### src/rtl/bcd_seq_ctrl_if.sv
// Handshake and operand/result bundle between a requester and the BCD sequencer.
// The requester (master) drives start/cin/a/b; the sequencer (slave) drives status and result.
interface bcd_seq_ctrl_if #(
  parameter int DIGITS = 2
);
  logic                  start;
  logic                  cin;
  logic [4*DIGITS-1:0]   a;
  logic [4*DIGITS-1:0]   b;
  logic                  ready;
  logic                  done;
  logic                  err;
  logic                  ld;
  logic [4*DIGITS-1:0]   sum;
  logic                  cout;

  modport master (
    output start, cin, a, b,
    input  ready, done, err, ld, sum, cout
  );

  modport slave (
    input  start, cin, a, b,
    output ready, done, err, ld, sum, cout
  );
endinterface

### src/rtl/bcd_seq_ctrl.sv
// Digit-serial BCD adder sequencer: validates both operands, then adds one
// decimal digit per clock with +6 correction and publishes sum/carry on completion.
module bcd_seq_ctrl #(
  parameter int DIGITS = 2
) (
  input  logic              clk,
  input  logic              rst,
  bcd_seq_ctrl_if.slave     bus
);

  localparam int W  = 4 * DIGITS;
  localparam int KW = (DIGITS > 1) ? $clog2(DIGITS) : 1;

  typedef enum logic [1:0] {IDLE, CHECK, ADD, DONE} state_t;

  state_t          state, state_nxt;
  logic [KW-1:0]   k;
  logic            carry;
  logic [W-1:0]    a_q, b_q, shadow, shadow_nxt;
  logic            cin_q;
  logic [W-1:0]    sum_q;
  logic            cout_q, err_q;
  logic [W-1:0]    a_sh, b_sh;
  logic [4:0]      digit_res;
  logic            last_digit;
  logic            bad_operand;
  logic            ready_c, done_c, ld_c;

  function automatic logic has_bad_digit(input logic [W-1:0] v);
    logic bad;
    bad = 1'b0;
    for (int i = 0; i < DIGITS; i++) begin
      if (v[4*i +: 4] > 4'd9) bad = 1'b1;
    end
    return bad;
  endfunction

  // Returns {carry_out, corrected_digit}.
  function automatic logic [4:0] bcd_digit_add(input logic [3:0] x, input logic [3:0] y,
                                               input logic ci);
    logic [4:0] t;
    t = {1'b0, x} + {1'b0, y} + {4'b0000, ci};
    if (t > 5'd9) return {1'b1, t[3:0] + 4'd6};
    else          return {1'b0, t[3:0]};
  endfunction

  always_comb begin
    a_sh        = a_q >> {k, 2'b00};
    b_sh        = b_q >> {k, 2'b00};
    digit_res   = bcd_digit_add(a_sh[3:0], b_sh[3:0], carry);
    last_digit  = (k == KW'(DIGITS - 1));
    bad_operand = has_bad_digit(a_q) | has_bad_digit(b_q);
    shadow_nxt  = shadow;
    for (int i = 0; i < DIGITS; i++) begin
      if (k == KW'(i)) shadow_nxt[4*i +: 4] = digit_res[3:0];
    end
  end

  always_ff @(posedge clk or negedge rst) begin
    if (!rst) state <= IDLE;
    else      state <= state_nxt;
  end

  always_comb begin
    state_nxt = state;
    ready_c   = 1'b0;
    done_c    = 1'b0;
    ld_c      = 1'b0;
    case (state)
      IDLE: begin
        ready_c = 1'b1;
        if (bus.start) state_nxt = CHECK;
      end
      CHECK:   state_nxt = bad_operand ? DONE : ADD;
      ADD:     if (last_digit) state_nxt = DONE;
      DONE: begin
        done_c    = 1'b1;
        ld_c      = ~err_q;
        state_nxt = IDLE;
      end
      default: state_nxt = IDLE;
    endcase
  end

  // Control and published results: cleared by reset, updated only at completion.
  always_ff @(posedge clk or negedge rst) begin
    if (!rst) begin
      k      <= '0;
      carry  <= 1'b0;
      sum_q  <= '0;
      cout_q <= 1'b0;
      err_q  <= 1'b0;
    end else begin
      case (state)
        IDLE: if (bus.start) k <= '0;
        CHECK: begin
          if (bad_operand) begin
            sum_q  <= '0;
            cout_q <= 1'b0;
            err_q  <= 1'b1;
          end else begin
            carry <= cin_q;
          end
        end
        ADD: begin
          carry <= digit_res[4];
          if (last_digit) begin
            k      <= '0;
            sum_q  <= shadow_nxt;
            cout_q <= digit_res[4];
            err_q  <= 1'b0;
          end else begin
            k <= k + 1'b1;
          end
        end
        default: ;
      endcase
    end
  end

  // Operand copies and the working sum carry no reset; they are always rewritten before use.
  always_ff @(posedge clk) begin
    if (state == IDLE && bus.start) begin
      a_q   <= bus.a;
      b_q   <= bus.b;
      cin_q <= bus.cin;
    end
    if (state == ADD) shadow <= shadow_nxt;
  end

  assign bus.ready = ready_c;
  assign bus.done  = done_c;
  assign bus.ld    = ld_c;
  assign bus.err   = err_q;
  assign bus.sum   = sum_q;
  assign bus.cout  = cout_q;

endmodule

### src/flat_wrapper.sv
// flat-port wrapper written by rule: the top's interface ports become plain ports
module bcd_seq_ctrl_flat 
#(
  parameter int DIGITS = 2
)
  (clk, rst, bus_start, bus_cin, bus_a, bus_b, bus_ready, bus_done, bus_err, bus_ld, bus_sum, bus_cout);
  bcd_seq_ctrl_if #(.DIGITS(DIGITS)) bus_i ();
  input  logic clk;
  input  logic rst;
  input wire logic [$bits(bus_i.start)-1:0] bus_start;
  input wire logic [$bits(bus_i.cin)-1:0] bus_cin;
  input wire logic [$bits(bus_i.a)-1:0] bus_a;
  input wire logic [$bits(bus_i.b)-1:0] bus_b;
  output wire logic [$bits(bus_i.ready)-1:0] bus_ready;
  output wire logic [$bits(bus_i.done)-1:0] bus_done;
  output wire logic [$bits(bus_i.err)-1:0] bus_err;
  output wire logic [$bits(bus_i.ld)-1:0] bus_ld;
  output wire logic [$bits(bus_i.sum)-1:0] bus_sum;
  output wire logic [$bits(bus_i.cout)-1:0] bus_cout;
  assign bus_i.start = bus_start;
  assign bus_i.cin = bus_cin;
  assign bus_i.a = bus_a;
  assign bus_i.b = bus_b;
  assign bus_ready = bus_i.ready;
  assign bus_done = bus_i.done;
  assign bus_err = bus_i.err;
  assign bus_ld = bus_i.ld;
  assign bus_sum = bus_i.sum;
  assign bus_cout = bus_i.cout;
  bcd_seq_ctrl #(.DIGITS(DIGITS)) u_core (.clk(clk), .rst(rst), .bus(bus_i));
endmodule
### config.mk
export PLATFORM = sky130hd
export DESIGN_NAME = bcd_seq_ctrl_flat
export DESIGN_NICKNAME = d
export VERILOG_FILES = /design/src/rtl/bcd_seq_ctrl_if.sv /design/src/rtl/bcd_seq_ctrl.sv /design/src/flat_wrapper.sv
export SDC_FILE = /design/constraint.sdc
export NUM_CORES = 1
export LEC_CHECK = 0
export ABC_CLOCK_PERIOD_IN_PS = 4200
export CAP_MARGIN = 15
export CORE_MARGIN = 2
export CORE_UTILIZATION = 40
export CTS_CLUSTER_SIZE = 12
export DETAILED_ROUTE_END_ITERATION = 10
export GPL_TIMING_DRIVEN = 1
export SETUP_SLACK_MARGIN = 0.4
export SYNTH_ARGS = -nofsm -noshare
export SYNTH_HDL_FRONTEND = slang
export SYNTH_SLANG_ARGS = --single-unit
### constraint.sdc
create_clock -name clk -period 4.2 [get_ports clk]
set_input_delay 0.42 -clock clk [delete_from_list [all_inputs] [get_ports clk]]
set_output_delay 0.42 -clock clk [all_outputs]
set_load 0.005 [all_outputs]
==> metrics.md, run 1 <==
| Metric | Value |
|---|---|
| Total global routing overflow | 0 |
| Cells after Synth | 136 |
| Clk slew on worst S/H paths | 0.07 ns |
| PD cells | 841 nW/um^2 |
| Vias per inst | 5.41 |
| Largest net degree at the start of global routing | 19 |
| Post-Syn Nets | between 150 and 200 |
| Longest Clk Path Bufs | 2 |
| H-tree levels | 2 |
| DP Area | 2090 sq um |
| # fillers | 339 |
| Ant diodes | 0 |
| Maxcap violations | 0 |
| Post-CTS setup buffers | 0 |
| CTS Sinks | 35 |
| Yosys synthesis warning count | 0 |
| Total iterations of the first detailed-routing run | 4 |
| Die Y | 69.5 um |
| Root Driver | clkbuf_8 |
| CTS Hold Bufs | 0 |
| Layout Skew | 0.00825 ns |
| Die area | 4830 sq um |
| Worst Max-Slew Pin Slew | 1.02 ns |
| Startpoint Class | register |
| Vias in the first global route | between 1,000 and 1,500 |
| Sequential fraction of the synthesis area | 57.1% |
| Multi-input gate area | 687 sq um |
| RSZ-0062 raised after global routing | false |
| Arr. time, crit path | 3.42 ns |
| Number of synthesized flops with an enable pin | 21 |
| Net total in the final layout | 202 |
| Area share of the largest cell type after synthesis | 36.7% |
| Total Routing Usage GR | ~15% |
| Clock Latency Late Sink | 0.29 ns |
| Syn_area_per_cell | 12.6 sq um |
| Leading register cell type out of synthesis | edfxtp_1 |
| Maximum vdd ir drop | 0.000316 V |
| Dpl hpwl | 2440 um |
| Critical Path Max Stage Delay | 0.49 ns |
| Final core utilization | a little over half |
| Num rows | 23 |
| Drt wl/cell | between 10 and 15 um |
| Most numerous cell in the Yosys netlist | edfxtp_1 |
| Yosys reg bits | 35 |
| Via Count | roughly 1,200 |
| WL final | 3260 um |
| CP Data Required Time | 4.35 ns |
| CTS Buf Count | 5 |
| # IOs | 33 |
| Worst setup margin | 0.933 ns |
| Async S/R FF share, synth | about two fifths |
| Global-route wire length before repair | roughly 5700 um |
| Min Tclk post-route | between 3 and 4 ns |
| Setup Viol. Count Final | 0 |
| # port buffers | 32 |
| FMAX | ~300 MHz |
| Sequential cell area | 981 sq um |
| Synth area leaders | edfxtp_1, dfrtp_1, ha_1 |
| Post-route insts no fill | 222 |
| Hold WS | between 0.5 and 0.6 ns |
| Final ANT Viol Nets | 0 |
| Crit path kind | reg -> reg |
| Share of layout cells above drive strength 1 | 11.0% |
| Post_cts resized | 0 |
| Yosys top cell by area | edfxtp_1 |
| Cell Count Post-Placement | 214 |
| Crit-path slowest cell | o41a_1 |
| Fin. max-slew vios | 0 |
| Synth cell count leaders | edfxtp_1, o21ai_0, dfrtp_1 |
| Fin. Hold Viols | 0 |
| Final Total Pwr | 1.85 mW |
| Max FO, Critical Path | 4 |
| Tcrit/Tclk final | 77.8% |
| Mapped cell area | 1720 sq um |
| Final Instance Area | 2200 sq um |
| Die width | 69.5 um |
| DRC | 0 |
| CP Cell Sequence | mux2_2, fa_1, fa_1, xnor2_1, ha_1, a21boi_0, o41a_1, mux2_4, o21ai_2 |
| Critical Path Sink Type | register |
| CTS tree | done |
| CP dominant cell by count | fa_1 |
| Leakage | roughly 0.85 nW |
| Core area | 4060 sq um |
| Synth unique cells | 33 |
| Outcome | complete, no violations |
| Area grow syn2layout | 27.9% |
| Initial antenna violation count | 0 |
| Initial Util | 42.3% |
| Hold Crit Class | reg -> reg |
| Initial DRC Count | 31 |
| Setup TNS | 0 ns |
| Max_slew headroom | a little under a third |
| RD Place Congestion | 0.763 |
| Worst slack at placement | 0.920 ns |
-- report_power, final --
group	internal (mW)	switching, mW
clock	0.174	0.118
combinational	0.465	0.512
sequential	0.509	0.0684
total	1.15	0.699
-- state kept, by name (all words and copies together) (netlist names) --
register         flops
u_core.carry         1
u_core.bus.cout      1
u_core.shadow        4
u_core.b_q           8
u_core.bus.sum       8
u_core.k             1
u_core.state         2
u_core.cin_q         1
u_core.bus.err       1
u_core.a_q           8
-- metal layers --
layer	wire, um	track usage (%)
met4	38	6.10
met5	0	0
met2	1680	26.2
met1	1330	18.1
met3	205	4.51
-- placed cells by master (no fill, tap or decap), types with 2 or more instances in the layout --
| cell type | n |
|---|---|
| clkdlybuf4s50_1 | 32 |
| nor2_1 | 3 |
| edfxtp_1 | 21 |
| ha_1 | 9 |
| fa_1 | 2 |
| inv_1 | 8 |
| o21ai_0 | 16 |
| nor2b_1 | 5 |
| dfrtp_1 | 14 |
| a31oi_1 | 2 |
| a21o_1 | 2 |
| o21ai_2 | 2 |
| xnor2_1 | 2 |
| mux2_2 | 8 |
| o2bb2ai_1 | 5 |
| a22o_1 | 5 |
| nand2_1 | 7 |
| o32ai_1 | 2 |
| a21oi_1 | 4 |
| clkbuf_8 | 5 |
| and3_1 | 2 |
-- worst max-delay path, delay by kind of cell, from the launching register on --
| kind | cells | cell delay [ns] |
|---|---|---|
| AOI/OAI and AO/OA | 3 | 0.66 |
| xor gates and xnor gates | 1 | 0.32 |
| adders and majority gates | 3 | 1.08 |
| DFF | 1 | 0.38 |
| muxes | 2 | 0.70 |
-- path summary, 6_finish.rpt --
check	depth (start not counted)	endpoint	start	slack, ns
max in group asynchronous	1	u_core.bus.sum[5]	rst	3.21
worst max-delay path	9	u_core.shadow[2]	u_core.k	0.93
worst min register to register	2	u_core.bus.sum[5]	u_core.bus.sum[5]	0.53
min in group asynchronous	1	u_core.carry	rst	0.55
worst max register to register	9	u_core.shadow[2]	u_core.k	0.93
worst min-delay path	2	u_core.bus.sum[5]	u_core.bus.sum[5]	0.53
-- layout make-up --
cell class | instances | area share [%]
tap | 50 | 2.85
clock inverter | 3 | 1.77
inverter | 8 | 1.37
multi-input combinational | 88 | 31.3
clock buffer | 5 | 3.13
sequential | 35 | 44.7
timing repair buffer | 33 | 14.9
-- cells by family (layout without fill, tap and decap cells) --
family	Yosys count	after routing	share of synthesized area, %
XOR/XNOR	2	2	1.02
AO/OA/AOI/OAI	46	46	18.2
adder cells (fa/ha/maj)	11	11	8.89
multiplexers	9	9	6.12
buffers and inverters	13	49	2.84
AND/OR/NAND/NOR	20	20	5.76
flip-flops	35	35	57.1
No activity file was read; power rests on OpenSTA's default activity.
==> run 2, diff against run 1 <==
- ABC_CLOCK_PERIOD_IN_PS: 4200 -> 3000
- PLACE_DENSITY: not set -> 0.67
- clock period: 4.2 -> 3 ns (I/O delays scaled with it)
==> run 2 against run 1 <==
- the flow now finishes with violations (setup timing)
- design area up 6.3%
- sequential share of layout area down 2.6 points
- non-clock buffer count up 8
- clock skew up 0.00056 ns
- combinational power up 110%
==> metrics.md, run 2 (synthesis gave the netlist of run 1 again) <==
| Metric | Value |
|---|---|
| Outcome | finished, violations left |
| Failing checks | setup timing |
| Drt wl/cell | 14.9 um |
| Global-route wire length before repair | ~5800 um |
| # port buffers | 32 |
| CTS tree | done |
| Setup Viol. Count Final | 1 |
| H-tree levels | 2 |
| Total Routing Usage GR | 15.5% |
| R2R Path Start | u_core.k |
| Maxcap violations | 0 |
| DRC | 0 |
| R2R Setup Slk | -0.006 ns |
| Hold Crit Class | in -> async |
| Commonest non-fill, non-tap cell in the layout | clkdlybuf4s50_1 |
| Root Driver | clkbuf_8 |
| PD cells | 1350 nW/um^2 |
| Leakage | 0.902 nW |
| DP Area | between 2000 and 2500 sq um |
| Crit path kind | reg -> reg |
| Worst R2R Path Depth | 10 |
| # IOs | 33 |
| Dpl hpwl | between 2000 and 2500 um |
| Worst Max-Slew Pin Slew | between 0.7 and 0.8 ns |
| Crit path buf inv count | 2 |
| Final ANT Viol Nets | 0 |
| Startpoint Class | register |
| RSZ-0062 raised after global routing | true |
| Net total in the final layout | 210 |
| Tcrit/Tclk final | 100% |
| Fin. max-slew vios | 0 |
| Final Instance Area | 2330 sq um |
| Initial DRC Count | between 80 and 90 |
| CP Cell Sequence | mux2_4, fa_2, fa_2, inv_4, ha_4, a21boi_1, o41a_1, buf_6, xnor2_4, o21ai_1 |
| Largest net degree at the start of global routing | 19 |
| Vias per inst | between 5 and 6 |
| FMAX | 333 MHz |
| Critical Path Sink Type | register |
| Fin. Hold Viols | 0 |
| Area grow syn2layout | 36.0% |
| Layout Skew | 0.00881 ns |
| Vias in the first global route | 1,237 |
| Max_slew headroom | 48.2% |
| CTS Buf Count | 5 |
| Die Y | around 70 um |
| Clock Latency Late Sink | 0.29 ns |
| Total global routing overflow | 0 |
| Crit-path slowest cell | fa_2 |
| Cell Count Post-Placement | 217 |
| CP dominant cell by count | fa_2 |
| Num rows | 23 |
| RD Place Congestion | 0.794 |
| Share of layout cells above drive strength 1 | 20.6% |
| Final core utilization | a little under three fifths |
| Reg-to-Reg End | u_core.shadow[1] |
| Maximum vdd ir drop | about 0.00054 V |
| Ant diodes | 0 |
| Total iterations of the first detailed-routing run | 4 |
| Worst slack at placement | -0.0341 ns |
| Arr. time, crit path | slightly above 3 ns |
| Critical Path Max Stage Delay | 0.56 ns |
| CP Data Required Time | about 3.1 ns |
| Initial antenna violation count | 0 |
| Hold WS | 0.420 ns |
| CP Launch Point | u_core.k |
| CTS Hold Bufs | 0 |
| Die width | 69.5 um |
| Most frequent cells in the layout | clkdlybuf4s50_1, edfxtp_1, dfrtp_1 |
| Setup TNS | -0.00586 ns |
| Min Tclk post-route | 3.01 ns |
| Clk slew on worst S/H paths | 0.07 ns |
| Via Count | 1,213 |
| Initial Util | a little over two fifths |
| Max FO, Critical Path | 4 |
| Core area | 4060 sq um |
| Worst setup margin | -0.00586 ns |
| Die area | around 4800 sq um |
| CTS Sinks | 35 |
| CP top delay family | adder cells |
| WL final | 3430 um |
| Longest Clk Path Bufs | 2 |
| Final Total Pwr | 3.15 mW |
| Post-route insts no fill | 230 |
-- run 2: changes by cell type in the layout (fill, tap and decap cells not counted), moves of 3 or more --
| cell | delta |
|---|---|
| buf_4 | +6 |
| o21ai_0 | -4 |
| o21ai_1 | +4 |
| clkbuf_1 | +3 |
-- run 2: report_power, final --
group / internal, mW / leakage, nW / switching (mW)
clock network: 0.165 / 0.0395 / 0.164
registers: 0.714 / 0.374 / 0.0962
logic: 1.06 / 0.489 / 0.950
-- run 2: worst max path at each step --
stage                             to  cells after the start
finish              u_core.shadow[1]                     10
global route        u_core.shadow[1]                     10
CTS                 u_core.shadow[1]                     10
detailed placement  u_core.shadow[1]                      9
global placement    u_core.shadow[2]                      9
floorplan           u_core.shadow[2]                     10
-- run 2: layout make-up --
cell class              instances  area [sq um]
flip-flops and latches         35           982
inverters                       8          32.5
clock buffers                   8          80.1
repair buffers                 41           395
multi-input cells              88           782
well taps                      50          62.6
fillers                       317          1720
-- run 2: worst register-to-register path, delay by kind of cell (launching register included) --
kind	cells	cell delay, ns
DFF	1	0.44
xor gates and xnor gates	1	0.13
muxes	1	0.32
adders and majority gates	3	1.08
buffers and inverters	2	0.21
AOI/OAI and AO/OA	3	0.59
-- run 2: repair_timing --
action / CTS / global route
setup buffers: 5 / 0
pin swaps: 7 / 2
gates resized for setup: 13 / 4
endpoints found under the setup margin: 8 / 8
gates cloned: 0 / 0
-- run 2: layer usage --
layer	vias to the layer above	share of wire, %	track usage (%)
met4	0	2.2	7.63
met1	573	40	16.8
met2	33	53	27.1
li1	599	-	-
met5	-	0	0
met3	8	4.8	5.09
==> run 3, diff against run 2 <==
- ABC_AREA: not set -> 1
- CORE_UTILIZATION: 40 -> 48
- PLACE_DENSITY: 0.67 -> 0.76
==> run 3 against run 2 <==
- the run now ends clean
- clock skew fell by 0.00085 ns
- maximum frequency increased by 5.5%
- critical path depth increased by 4
- wire length is 19% higher
- via count rose by 29%
- count of clock-buffer cells in the layout decreased by 2
- non-clock buffer count up 8
- largest cell class unchanged
==> metrics.md, run 3 <==
| Metric | Value |
|---|---|
| Final core utilization | 68.9% |
| Post-route insts no fill | a little over 300 |
| Yosys synthesis warning count | 0 |
| Initial DRC Count | around 110 |
| Synth unique cells | 22 |
| Layout Skew | 0.00796 ns |
| Via Count | 1,567 |
| Max FO, Critical Path | 4 |
| CTS Buf Count | 5 |
| Clk slew on worst S/H paths | 0.08 ns |
| Yosys reg bits | 39 |
| Sequential fraction of the synthesis area | between 50% and 60% |
| Setup Viol. Count Final | 0 |
| Commonest non-fill, non-tap cell in the layout | nand2_1 |
| Max_slew headroom | 57.4% |
| Share of layout cells above drive strength 1 | 29.5% |
| Net total in the final layout | 288 |
| Outcome | complete, no violations |
| # port buffers | 32 |
| Yosys top cell by area | edfxtp_1 |
| Area share of the largest cell type after synthesis | a little under two fifths |
| Worst Max-Slew Pin Slew | 0.637 ns |
| CTS tree | done |
| Critical Path Sink Type | register |
| CP Data Required Time | between 3 and 4 ns |
| Vias per inst | 5.09 |
| Die area | 4720 sq um |
| Worst slack at placement | 0.181 ns |
| Post-Syn Nets | 236 |
| Most frequent cells in the layout | nand2_1, clkdlybuf4s50_1, edfxtp_1 |
| RD Place Congestion | 0.811 |
| Global-route wire length before repair | ~6400 um |
| Dpl hpwl | between 2000 and 3000 um |
| # IOs | 33 |
| Arr. time, crit path | 2.90 ns |
| Drt wl/cell | 13.3 um |
| Cell Count Post-Placement | between 200 and 300 |
| Setup TNS | 0 ns |
| Longest Clk Path Bufs | 2 |
| Die width | 68.7 um |
| Synth cell count leaders | nand2_1, edfxtp_1, inv_1 |
| Total iterations of the first detailed-routing run | 4 |
| Worst setup margin | around 0.15 ns |
| Startpoint Class | register |
| Vias in the first global route | 1,530 |
| CTS Hold Bufs | 0 |
| Maxcap violations | 0 |
| Tcrit/Tclk final | 95.0% |
| Cells after Synth | 205 |
| H-tree levels | 2 |
| Mapped cell area | 2010 sq um |
| Leading register cell type out of synthesis | edfxtp_1 |
| CP Launch Point | u_core.k |
| FMAX | 351 MHz |
| # fillers | about 310 |
| Root Driver | clkbuf_8 |
| Multi-input gate area | 955 sq um |
| Fin. Hold Viols | 0 |
| CTS Sinks | 39 |
| Largest net degree at the start of global routing | 18 |
| Initial Util | 49.9% |
| Final ANT Viol Nets | 0 |
| Area grow syn2layout | 38.2% |
| Number of synthesized flops with an enable pin | 25 |
| R2R Path Start | u_core.k |
| Syn_area_per_cell | 9.80 sq um |
| Die Y | 68.7 um |
| Hold Crit Class | in -> async |
| Clock Latency Late Sink | 0.29 ns |
| Ant diodes | 0 |
| Min Tclk post-route | 2.85 ns |
| RSZ-0062 raised after global routing | true |
| Synth area leaders | edfxtp_1, dfrtp_1, nand2_1 |
| Core area | 4030 sq um |
| WL final | ~4100 um |
| Total global routing overflow | 0 |
| Fin. max-slew vios | 0 |
| Total Routing Usage GR | 18.5% |
| Async S/R FF share, synth | between 30% and 40% |
| Num rows | 23 |
| DRC | 0 |
| Crit path kind | reg -> reg |
| Initial antenna violation count | 0 |
| Most numerous cell in the Yosys netlist | nand2_1 |
| Sequential cell area | 1100 sq um |
[run 3: routing by layer]
metal	share of wire [%]	GRT usage, %	vias to the layer above
met3	3.6	5.19	9
met2	52	33.3	36
li1	-	-	778
met5	0	0	-
met1	42	21.4	744
met4	1.5	5.15	0
[run 3: logic make-up (layout without fill, tap and decap cells)]
family	after synthesis	after routing	share of synthesized area, %
AO/OA/AOI/OAI	23	23	6.54
AND/OR/NAND/NOR	107	107	24.8
flip-flops	39	39	54.8
adder cells (fa/ha/maj)	11	11	7.60
buffers and inverters	25	78	6.29
[run 3: worst max-delay path, stage by stage (launching register included)]
cell      delay [ns]
dfrtp_1         0.43
buf_6           0.14
nand2_4         0.04
nand2_2         0.05
fa_2            0.35
fa_2            0.59
inv_4           0.06
ha_4            0.16
inv_2           0.06
a21oi_2         0.04
a21oi_2         0.12
nand2_2         0.12
nand3b_1        0.19
nand3_2         0.11
and2_4          0.15
[run 3: worst paths after layout]
check | end | slack [ns] | cells after the start
worst max-delay path | u_core.shadow[6] | 0.15 | 14
worst min-delay path | u_core.bus.sum[6] | 0.40 | 1
worst max register to register | u_core.shadow[6] | 0.15 | 14
worst min register to register | u_core.bus.sum[3] | 0.48 | 2
max in group asynchronous | u_core.carry | 2.18 | 1
min in group clk | u_core.bus.sum[3] | 0.48 | 2
[run 3: cell type report]
class                   instances  share of cell area (%)
inverters                      21                    2.93
well taps                      50                    2.25
clock buffers                   6                    2.97
multi-input cells             141                    34.4
flip-flops and latches         39                    39.7
clock inverters                 2                    1.26
repair buffers                 49                    16.5
[run 3: repair_timing]
action / CTS / global route
gates resized for setup: 13 / 25
pin swaps: 7 / 12
setup endpoints to repair: 13 / 14
hold endpoints to repair: 0 / 0
setup buffers: 8 / 6
[run 3: per-stage QoR]
| step | area [sq um] | hold WS (ns) |
|---|---|---|
| floorplan | 2050 | 0.00441 |
| global placement | 2410 | 0.465 |
| detailed placement | 2410 | 0.467 |
| CTS | 2640 | 0.436 |
| global route | 2780 | 0.461 |
| finish | 2780 | 0.400 |
Power of run 3 is not shown: default switching activity piles up to over one toggle a cycle in this logic, so the estimate is an artifact.
